--- config.mk ---
export PLATFORM = sky130hd
export DESIGN_NAME = reg_move_ctrl
export DESIGN_NICKNAME = d
export VERILOG_FILES = /design/src/rtl/reg_move_pkg.sv /design/src/rtl/reg_move_ctrl_decode.sv /design/src/rtl/reg_move_ctrl.sv
export SDC_FILE = /design/constraint.sdc
export NUM_CORES = 1
export LEC_CHECK = 0
export CAP_MARGIN = 20
export CELL_PAD_IN_SITES_DETAIL_PLACEMENT = 1
export CELL_PAD_IN_SITES_GLOBAL_PLACEMENT = 1
export CORE_MARGIN = 1
export CORE_UTILIZATION = 31
export DETAILED_ROUTE_END_ITERATION = 8
export PLACE_DENSITY_LB_ADDON = 0.1
export SYNTH_ARGS = -nofsm -noshare
export SYNTH_HDL_FRONTEND = slang
export SYNTH_SLANG_ARGS = --single-unit
--- constraint.sdc ---
create_clock -name clk -period 1.7 [get_ports clk]
set_input_delay 0.425 -clock clk [delete_from_list [all_inputs] [get_ports clk]]
set_output_delay 0.425 -clock clk [all_outputs]
set_load 0.02 [all_outputs]
--- src/rtl/reg_move_pkg.sv ---
// Shared constants for the register-move sequencer: FSM state encoding and
// the all-strobes-inactive pattern used to park sel_n/we_n.
package reg_move_pkg;

   localparam logic [1:0] ST_IDLE  = 2'd0;
   localparam logic [1:0] ST_READ  = 2'd1;
   localparam logic [1:0] ST_WRITE = 2'd2;

   // Widest strobe vector supported; users slice the low NREG bits.
   localparam int MAX_NREG = 256;

   // Active-low strobes: all ones means no register selected or written.
   localparam logic [MAX_NREG-1:0] ALL_OFF = {MAX_NREG{1'b1}};

endpackage

--- src/rtl/reg_move_ctrl_decode.sv ---
// reg_idx_decode: turns a register index plus enable into an active-low
// one-hot strobe vector, and flags indices outside 0..NREG-1.
// Out-of-range indices never produce a low strobe bit.
module reg_idx_decode
   import reg_move_pkg::*;
#(
   parameter int AW   = 3,
   parameter int NREG = 8
) (
   input  logic [AW-1:0]   idx,
   input  logic            en,
   output logic [NREG-1:0] sel_n,
   output logic            out_of_range
);

   localparam logic [AW:0] NREG_W = (AW+1)'(NREG);

   logic [AW:0] idx_ext_s;

   assign idx_ext_s    = {1'b0, idx};
   assign out_of_range = (idx_ext_s >= NREG_W);

   // Active-low one-hot: bit i goes low only when enabled and idx equals i.
   always_comb begin
      sel_n = ALL_OFF[NREG-1:0];
      for (int i = 0; i < NREG; i++) begin
         sel_n[i] = ~(en & (idx_ext_s == (AW+1)'(i)));
      end
   end

endmodule

--- src/rtl/reg_move_ctrl.sv ---
// reg_move_ctrl: moves one word between bus registers. A command (src, dst)
// is accepted on cmd_valid & cmd_ready; the controller selects src onto the
// shared read bus for one cycle, captures it, then strobes dst for one write
// cycle and pulses done. Bad indices are rejected with a one-cycle err pulse.
// Optional feature macro: REG_MOVE_IMM_EN adds cmd_imm_en/cmd_imm so a
// command can write an immediate word, skipping the read cycle.
module reg_move_ctrl
   import reg_move_pkg::*;
#(
   parameter int WIDTH = 16,
   parameter int NREG  = 8,
   parameter int AW    = 3
) (
   input  logic             clk,
   input  logic             rstn,
   input  logic             cmd_valid,
   output logic             cmd_ready,
   input  logic [AW-1:0]    cmd_src,
   input  logic [AW-1:0]    cmd_dst,
`ifdef REG_MOVE_IMM_EN
   input  logic             cmd_imm_en,
   input  logic [WIDTH-1:0] cmd_imm,
`endif
   input  logic [WIDTH-1:0] bus_rd,
   output logic [WIDTH-1:0] wr_data,
   output logic [NREG-1:0]  sel_n,
   output logic [NREG-1:0]  we_n,
   output logic             done,
   output logic             err
);

   localparam logic [NREG-1:0] STROBE_OFF = ALL_OFF[NREG-1:0];

   logic [1:0]       state_r;
   logic [NREG-1:0]  sel_n_r;
   logic [NREG-1:0]  we_n_r;
   logic [NREG-1:0]  dst_sel_n_r;
   logic [WIDTH-1:0] data_q_r;
   logic             done_r;
   logic             err_r;

   logic             accept_s;
   logic             imm_sel_s;
   logic [WIDTH-1:0] imm_data_s;
   logic [NREG-1:0]  src_sel_n_s;
   logic [NREG-1:0]  dst_sel_n_s;
   logic             src_oor_s;
   logic             dst_oor_s;
   logic             reject_s;

`ifdef REG_MOVE_IMM_EN
   assign imm_sel_s  = cmd_imm_en;
   assign imm_data_s = cmd_imm;
`else
   assign imm_sel_s  = 1'b0;
   assign imm_data_s = {WIDTH{1'b0}};
`endif

   assign cmd_ready = (state_r == ST_IDLE);
   assign accept_s  = cmd_valid & cmd_ready;
   // Immediate commands never read, so their src index is irrelevant.
   assign reject_s  = dst_oor_s | (src_oor_s & ~imm_sel_s);

   reg_idx_decode #(.AW(AW), .NREG(NREG)) u_src_dec (
      .idx          (cmd_src),
      .en           (accept_s & ~imm_sel_s),
      .sel_n        (src_sel_n_s),
      .out_of_range (src_oor_s)
   );

   reg_idx_decode #(.AW(AW), .NREG(NREG)) u_dst_dec (
      .idx          (cmd_dst),
      .en           (accept_s),
      .sel_n        (dst_sel_n_s),
      .out_of_range (dst_oor_s)
   );

   // Move sequencer: IDLE -> READ -> WRITE -> IDLE, strobes and pulses registered.
   always_ff @(posedge clk) begin
      if (!rstn) begin
         state_r     <= ST_IDLE;
         sel_n_r     <= STROBE_OFF;
         we_n_r      <= STROBE_OFF;
         dst_sel_n_r <= STROBE_OFF;
         data_q_r    <= {WIDTH{1'b0}};
         done_r      <= 1'b0;
         err_r       <= 1'b0;
      end else begin
         done_r <= 1'b0;
         err_r  <= 1'b0;
         case (state_r)
            ST_IDLE: begin
               if (accept_s) begin
                  if (reject_s) begin
                     err_r   <= 1'b1;
                     sel_n_r <= STROBE_OFF;
                     we_n_r  <= STROBE_OFF;
                  end else if (imm_sel_s) begin
                     state_r  <= ST_WRITE;
                     data_q_r <= imm_data_s;
                     sel_n_r  <= dst_sel_n_s;
                     we_n_r   <= dst_sel_n_s;
                  end else begin
                     state_r     <= ST_READ;
                     dst_sel_n_r <= dst_sel_n_s;
                     sel_n_r     <= src_sel_n_s;
                     we_n_r      <= STROBE_OFF;
                  end
               end else begin
                  sel_n_r <= STROBE_OFF;
                  we_n_r  <= STROBE_OFF;
               end
            end
            ST_READ: begin
               // Source word is on the bus this cycle; hand it to the write bus.
               state_r  <= ST_WRITE;
               data_q_r <= bus_rd;
               sel_n_r  <= dst_sel_n_r;
               we_n_r   <= dst_sel_n_r;
            end
            ST_WRITE: begin
               // Destination latched at this edge; release strobes and report.
               state_r <= ST_IDLE;
               sel_n_r <= STROBE_OFF;
               we_n_r  <= STROBE_OFF;
               done_r  <= 1'b1;
            end
            default: begin
               state_r <= ST_IDLE;
               sel_n_r <= STROBE_OFF;
               we_n_r  <= STROBE_OFF;
            end
         endcase
      end
   end

   assign wr_data = data_q_r;
   assign sel_n   = sel_n_r;
   assign we_n    = we_n_r;
   assign done    = done_r;
   assign err     = err_r;

endmodule

==> impl_metrics.tcl <==
set metrics [dict create \
    crit_arrival_ps 1240 \
    clockBufferDepth 2 \
    routed_wl_mm 3.72 \
    finalCriticalPeriod_ps 1670 \
    via_per_inst 4.66 \
    antenna_found_initial 0 \
    ys_dominant_reg_cell "dfxtp_1" \
    synth_cell_types 30 \
    ys_ff_latch 43 \
    coreArea_sq_um 4690 \
    cp_top_family "buffers and inverters" \
    cts_buffers 5 \
    path_max_fanout 2 \
    fmaxAchievable_ghz 0.600 \
    syn_to_final_growth_pct 54.2 \
    yosysTopAreaCell "dfxtp_1" \
    yosysTopAreaCellShare_pct 57.0 \
    worst_clock_skew_ps 4.09 \
    critical_path_buf_inv_count 1 \
    io_pins 60 \
    powerDensity_nw_per_um2 910 \
    most-common-layout-cells "clkdlybuf4s50_1, dfxtp_1, nand2_1, a21boi_0" \
    ant_nets 0 \
    worst_setup_path_start_kind "flip-flop" \
    syn_nets 185 \
    port_buffers 58 \
    first_pass_iters 4 \
    syn-cell-area_sq_um 1510 \
    fin_util_pct 49.6 \
    grt_pass1_vias 1335 \
    power_leakage_uw 0.00109 \
    synth_area_leaders "dfxtp_1, a21boi_0, nand2_1" \
    clock-sinks 43 \
    drt_iter0_drc 42 \
    die_w_um 71.8 \
    maxCapViolCount 0 \
    clk_latency_ps 300 \
    route.detailed.drc 0 \
    syn_avg_cell_area_sq_um 9.44 \
    post-route-period-util_pct 98.0 \
    rows 25 \
    die_area_sq_um 5150 \
    num_antenna_cells 0 \
    dp_hpwl_mm 2.74 \
    yosysWarnings 0 \
    root_buffer "clkbuf_8" \
    multi_input_area_sq_um 592 \
    vias 1299 \
    cp_data_required_time_ps 1270 \
    fillers 532 \
    grt_remaining_overflow 0 \
    grt_usage_pct 15.6 \
    grt_setup_unrepaired "no" \
    slew_viol_final 0 \
    gp_congestion 0.782 \
    cts_hold_buffers 0 \
    power.total_uw 2120 \
    hold_path_class "flip-flop to flip-flop" \
    final_nets 249 \
    grt_max_degree 23 \
    critPathCaptureType "primary output" \
    setup_viol 0 \
    crit_type "flip-flop to primary output" \
    path_cells "clkdlybuf4s50_1" \
    vdd_ir_drop_max_mv 0.406 \
    post_cts_buffers 0 \
    grt_pass1_wl_mm 6.09 \
    drive_above_1_share_pct 11.6 \
    slowest_stage "clkdlybuf4s50_1" \
    routedWlPerCell_um 13.3 \
    initial_core_util_pct 32.2 \
    synth_edf_count 0 \
    syn_inst 160 \
    async_flop_share_pct 0 \
    clkTransAtPathRegs_ps 80 \
    seq_area_sq_um 861 \
    synth_seq_area_share_pct 57.0 \
    max_stage_delay_ps 610 \
    htree_levels 2 \
    finalHoldViolCount 0 \
    cts_tree "yes" \
    final_common_cell "clkdlybuf4s50_1" \
    status "complete, no violations" \
    dieHeight_um 71.8 \
]
[power by group]
group          internal, uW  switching, uW  leakage, uW
Clock                   475            338    0.0000612
Combinational           134            120     0.000679
Sequential             1040           16.3     0.000350
[metrics by stage]
step / cell area, sq um / TNS [ps] / setup slack, ps / hold WS, ps / cells
floorplan: 1510 / 0 / 349 / 419 / 160
global placement: 2180 / -1870 / -226 / 443 / 271
detailed placement: 2180 / -2340 / -265 / 444 / 271
CTS: 2290 / 0 / 4.10 / 460 / 279
global route: 2330 / 0 / 0.0994 / 474 / 279
finish: 2330 / 0 / 33.7 / 455 / 279
[Yosys cell counts, types with 2 or more instances]
master and instances:
dfxtp_1 43, nand2_1 33, a21boi_0 17, nor2_1 13, o21ai_0 7, or2_2 6, a21boi_1 5, buf_2 4
clkbuf_1 3, inv_1 3, nor2b_1 3, a31oi_1 2, and4b_1 2, clkbuf_2 2, nor4b_1 2
[metal layers]
metal  GRT usage, %  vias up  wire (um)
li1               -      650          -
met1           17.8      604       1630
met2           26.0       38       1810
met3           5.34        7        199
met4           7.84        0         79
met5              0        -          0
[layout make-up]
type / instances / share of cell area [%]
clock inverters: 2 / 1.50
inverters: 3 / 0.484
multi-input cells: 104 / 25.4
repair buffers: 67 / 29.2
flip-flops and latches: 43 / 37.0
clock buffers: 6 / 3.55
well taps: 54 / 2.90
[registers in the layout, indices dropped and copies added (netlist names)]
register / cells
sel_n: 8
dst_sel_n_r: 8
wr_data: 16
state_r: 2
done: 1
we_n: 8
[path summary, 6_finish.rpt]
check / start / to / slack [ps] / depth (start not counted)
worst max-delay path: wr_data[0] / wr_data[0] / 30 / 1
worst min-delay path: wr_data[14] / wr_data[14] / 460 / 2
worst max register to register: state_r[1] / dst_sel_n_r[4] / 310 / 3
worst min register to register: wr_data[14] / wr_data[14] / 460 / 2
[what timing repair did]
action	4_1_cts	5_1_grt
cloned	0	0
setup endpoints to repair	1	14
resized for setup	1	14
[cells by family (layout without fill, tap and decap cells)]
family / count (synthesis) / after routing / share of synthesized area, %
AND/OR/NAND/NOR: 71 / 71 / 24.4
flip-flops: 43 / 43 / 57.0
AO/OA/AOI/OAI: 32 / 32 / 14.4
buffers and inverters: 13 / 78 / 3.98
other: 1 / 1 / 0.248
Note: power is estimated with default switching activity, not from simulation.
==> patch (same flow settings) <==
Add a define of `REG_MOVE_IMM_EN`.
--- a/src/rtl/reg_move_ctrl.sv
+++ b/src/rtl/reg_move_ctrl.sv
@@ -4,6 +4,8 @@
 // cycle and pulses done. Bad indices are rejected with a one-cycle err pulse.
 // Optional feature macro: REG_MOVE_IMM_EN adds cmd_imm_en/cmd_imm so a
 // command can write an immediate word, skipping the read cycle.
+`define REG_MOVE_IMM_EN
+
 module reg_move_ctrl
    import reg_move_pkg::*;
 #(
Interface: changed (added cmd_imm and cmd_imm_en); port bits go from 60 to 77. The function was not compared with the original's and may differ.
==> patch against the unedited design <==
Clock skew up 1.8 ps. Worst setup slack better by 9.5 ps. Wire length up 43%. Synthesized area up 27%. Non-clock buffer count up 27. Critical endpoint is now wr_data[8]. Total power up 18%. Largest power group unchanged. Design area up 29%. Sequential cell count unchanged.
==> patch: results (changes against the unedited design) <==
* Status: finished, final reports clean (unchanged)
* Worst hold margin at 498 ps (was 455 ps)
* Mapped Avg Cell Area at 9.75 µm² (was 9.44 µm²)
* All-Layer GR Usage at 17.6% (was 15.6%)
* Max reg flops at 16 (unchanged)
* Vias in the first global route at 1,761 (was 1,335)
* Post-synthesis async set-or-reset flop share at 0% (unchanged)
* DRT Wirelength at 5320 µm (was 3720 µm)
* Share of cells above drive strength 1 at 13.6% (was 11.6%)
* Antenna Cells at 0 (unchanged)
* Worst-path clk slew at 80 ps (about the same)
* CP delay by family, top: buffers and inverters (unchanged)
* TritonCTS buffer count at 5 (unchanged)
* Max clock buf depth at 2 (unchanged)
* Top cells by area, synth: dfxtp_1 45%, mux2_1 9.4%, o311a_1 8.4% (was dfxtp_1 57%, a21boi_0 8.5%, nand2_1 8.2%)
* WL/cell at 15.0 µm (was 13.3 µm)
* Critical path's largest stage delay at 610 ps (about the same)
* GPL Wtd Cong at 0.791 (was 0.782)
* Worst slack at placement at -297 ps (was -265 ps)
* Clk Latency, worst-skew pair at 300 ps (about the same)
* Peak supply drop at 396 µV (was 406 µV)
* Post-CTS Setup Bufs at 0 (unchanged)
* Fillers at 683 (was 532)
* R2R cell count at 4 (was 3)
* Clk pwr share at 33.0% (was 38.4%)
* Largest net degree at the start of global routing at 34 (was 23)
* Sw Ratio at 26.1% (was 22.4%)
* Post-DP Area at 2810 µm² (was 2180 µm²)
* Post-synthesis sequential area ratio at 45.1% (was 57.0%)
* Combinational power at 583 µW (was 254 µW)
* Crit Path Max Fanout at 2 (unchanged)
* Htree depth at 2 (unchanged)
* Initial drt markers at 60 (was 42)
* Initial antenna violation count at 0 (unchanged)
* Setup slack, reg-to-reg at 150 ps (was 310 ps)
* Routed vias/inst at 5.07 (was 4.66)
* Hold path depth at 2 (unchanged)
* LEAKAGE at 0.00129 µW (was 0.00109 µW)
* First-pass GRT wire length at 8630 µm (was 6090 µm)
* Worst reg2reg endpoint: wr_data[4] (was dst_sel_n_r[4])
* Slowest CP cell: clkdlybuf4s50_1 (unchanged)
* Nets at 320 (was 249)
* Placed insts at 346 (was 271)
* Unique masters post-synth at 31 (was 30)
* Port Buffers at 75 (was 58)
* RR Startpoint: state_r[0] (was state_r[1])
* Commonest cells in the netlist: 43 x dfxtp_1, 18 x o21ai_1, 17 x o21bai_1 (was 43 x dfxtp_1, 33 x nand2_1, 17 x a21boi_0)
* Tot Pwr at 2500 µW (was 2120 µW)
* Mapped Nets at 238 (was 185)
* Min-Delay Path Class: reg2reg (unchanged)
* Hold wc startpoint: dst_sel_n_r[3] (was wr_data[14])
* Warnings, synthesis at 0 (unchanged)
* Detailed Place HPWL at 3800 µm (was 2740 µm)
* Clock skew at 5.85 ps (was 4.09 ps)
* Hold EP: we_n[3] (was wr_data[14])
-- patch: cell count changes in the layout (fill, tap and decap cells not counted), sizes merged, moves of 3 or more --
cell | unedited run | this run
o21bai | 0 | 17
nor4 | 1 | 4
mux2 | 0 | 16
o311a | 0 | 16
o21ai | 8 | 20
buf | 9 | 19
nor3 | 1 | 9
clkdlybuf4s50 | 44 | 61
nand2 | 33 | 10
nor2 | 13 | 10
a21oi | 0 | 9
or2 | 6 | 0
a21boi | 22 | 0
-- patch: layer usage --
metal | wire length, µm | global-route usage [%] | vias up
li1 | - | - | 885
met1 | 2470 | 22.0 | 855
met2 | 2470 | 29.2 | 51
met3 | 309 | 4.89 | 5
met4 | 63 | 5.36 | 0
met5 | 0 | 0 | -
-- patch: layout make-up --
cell class,count,area [µm²],area share [%]
Clock buffer,6,82.6,2.75
Sequential cell,43,861,28.7
Inverter,3,11.3,0.376
Clock inverter,2,35.0,1.17
Timing Repair Buffer,94,946,31.6
Tap cell,75,93.8,3.13
Multi-Input combinational cell,131,968,32.3
-- patch: timing repair --
action                                  in CTS  in global routing
hold buffers                                 0                  0
resized for setup                            2                 19
pin swaps                                    0                  0
endpoints found under the hold margin        0                  0
endpoints found under the setup margin       2                 19
gates cloned                                 0                  0
-- patch: worst max-delay path by stage --
stage	endpoint	cells past startpoint	start	slack, ps
floorplan	wr_data[15]	6	state_r[0]	140
global placement	sel_n[2]	4	cmd_valid	-270
detailed placement	sel_n[1]	4	cmd_valid	-300
CTS	wr_data[4]	1	wr_data[4]	1
global route	sel_n[2]	4	cmd_valid	-10
finish	wr_data[8]	1	wr_data[8]	40
-- patch: cell families after synthesis --
family	synth area share, %
AOI/OAI and AO/OA	24.4
muxes	9.43
DFF	45.1
buffers and inverters	6.55
and+or+nand+nor	14.3
other	0.196
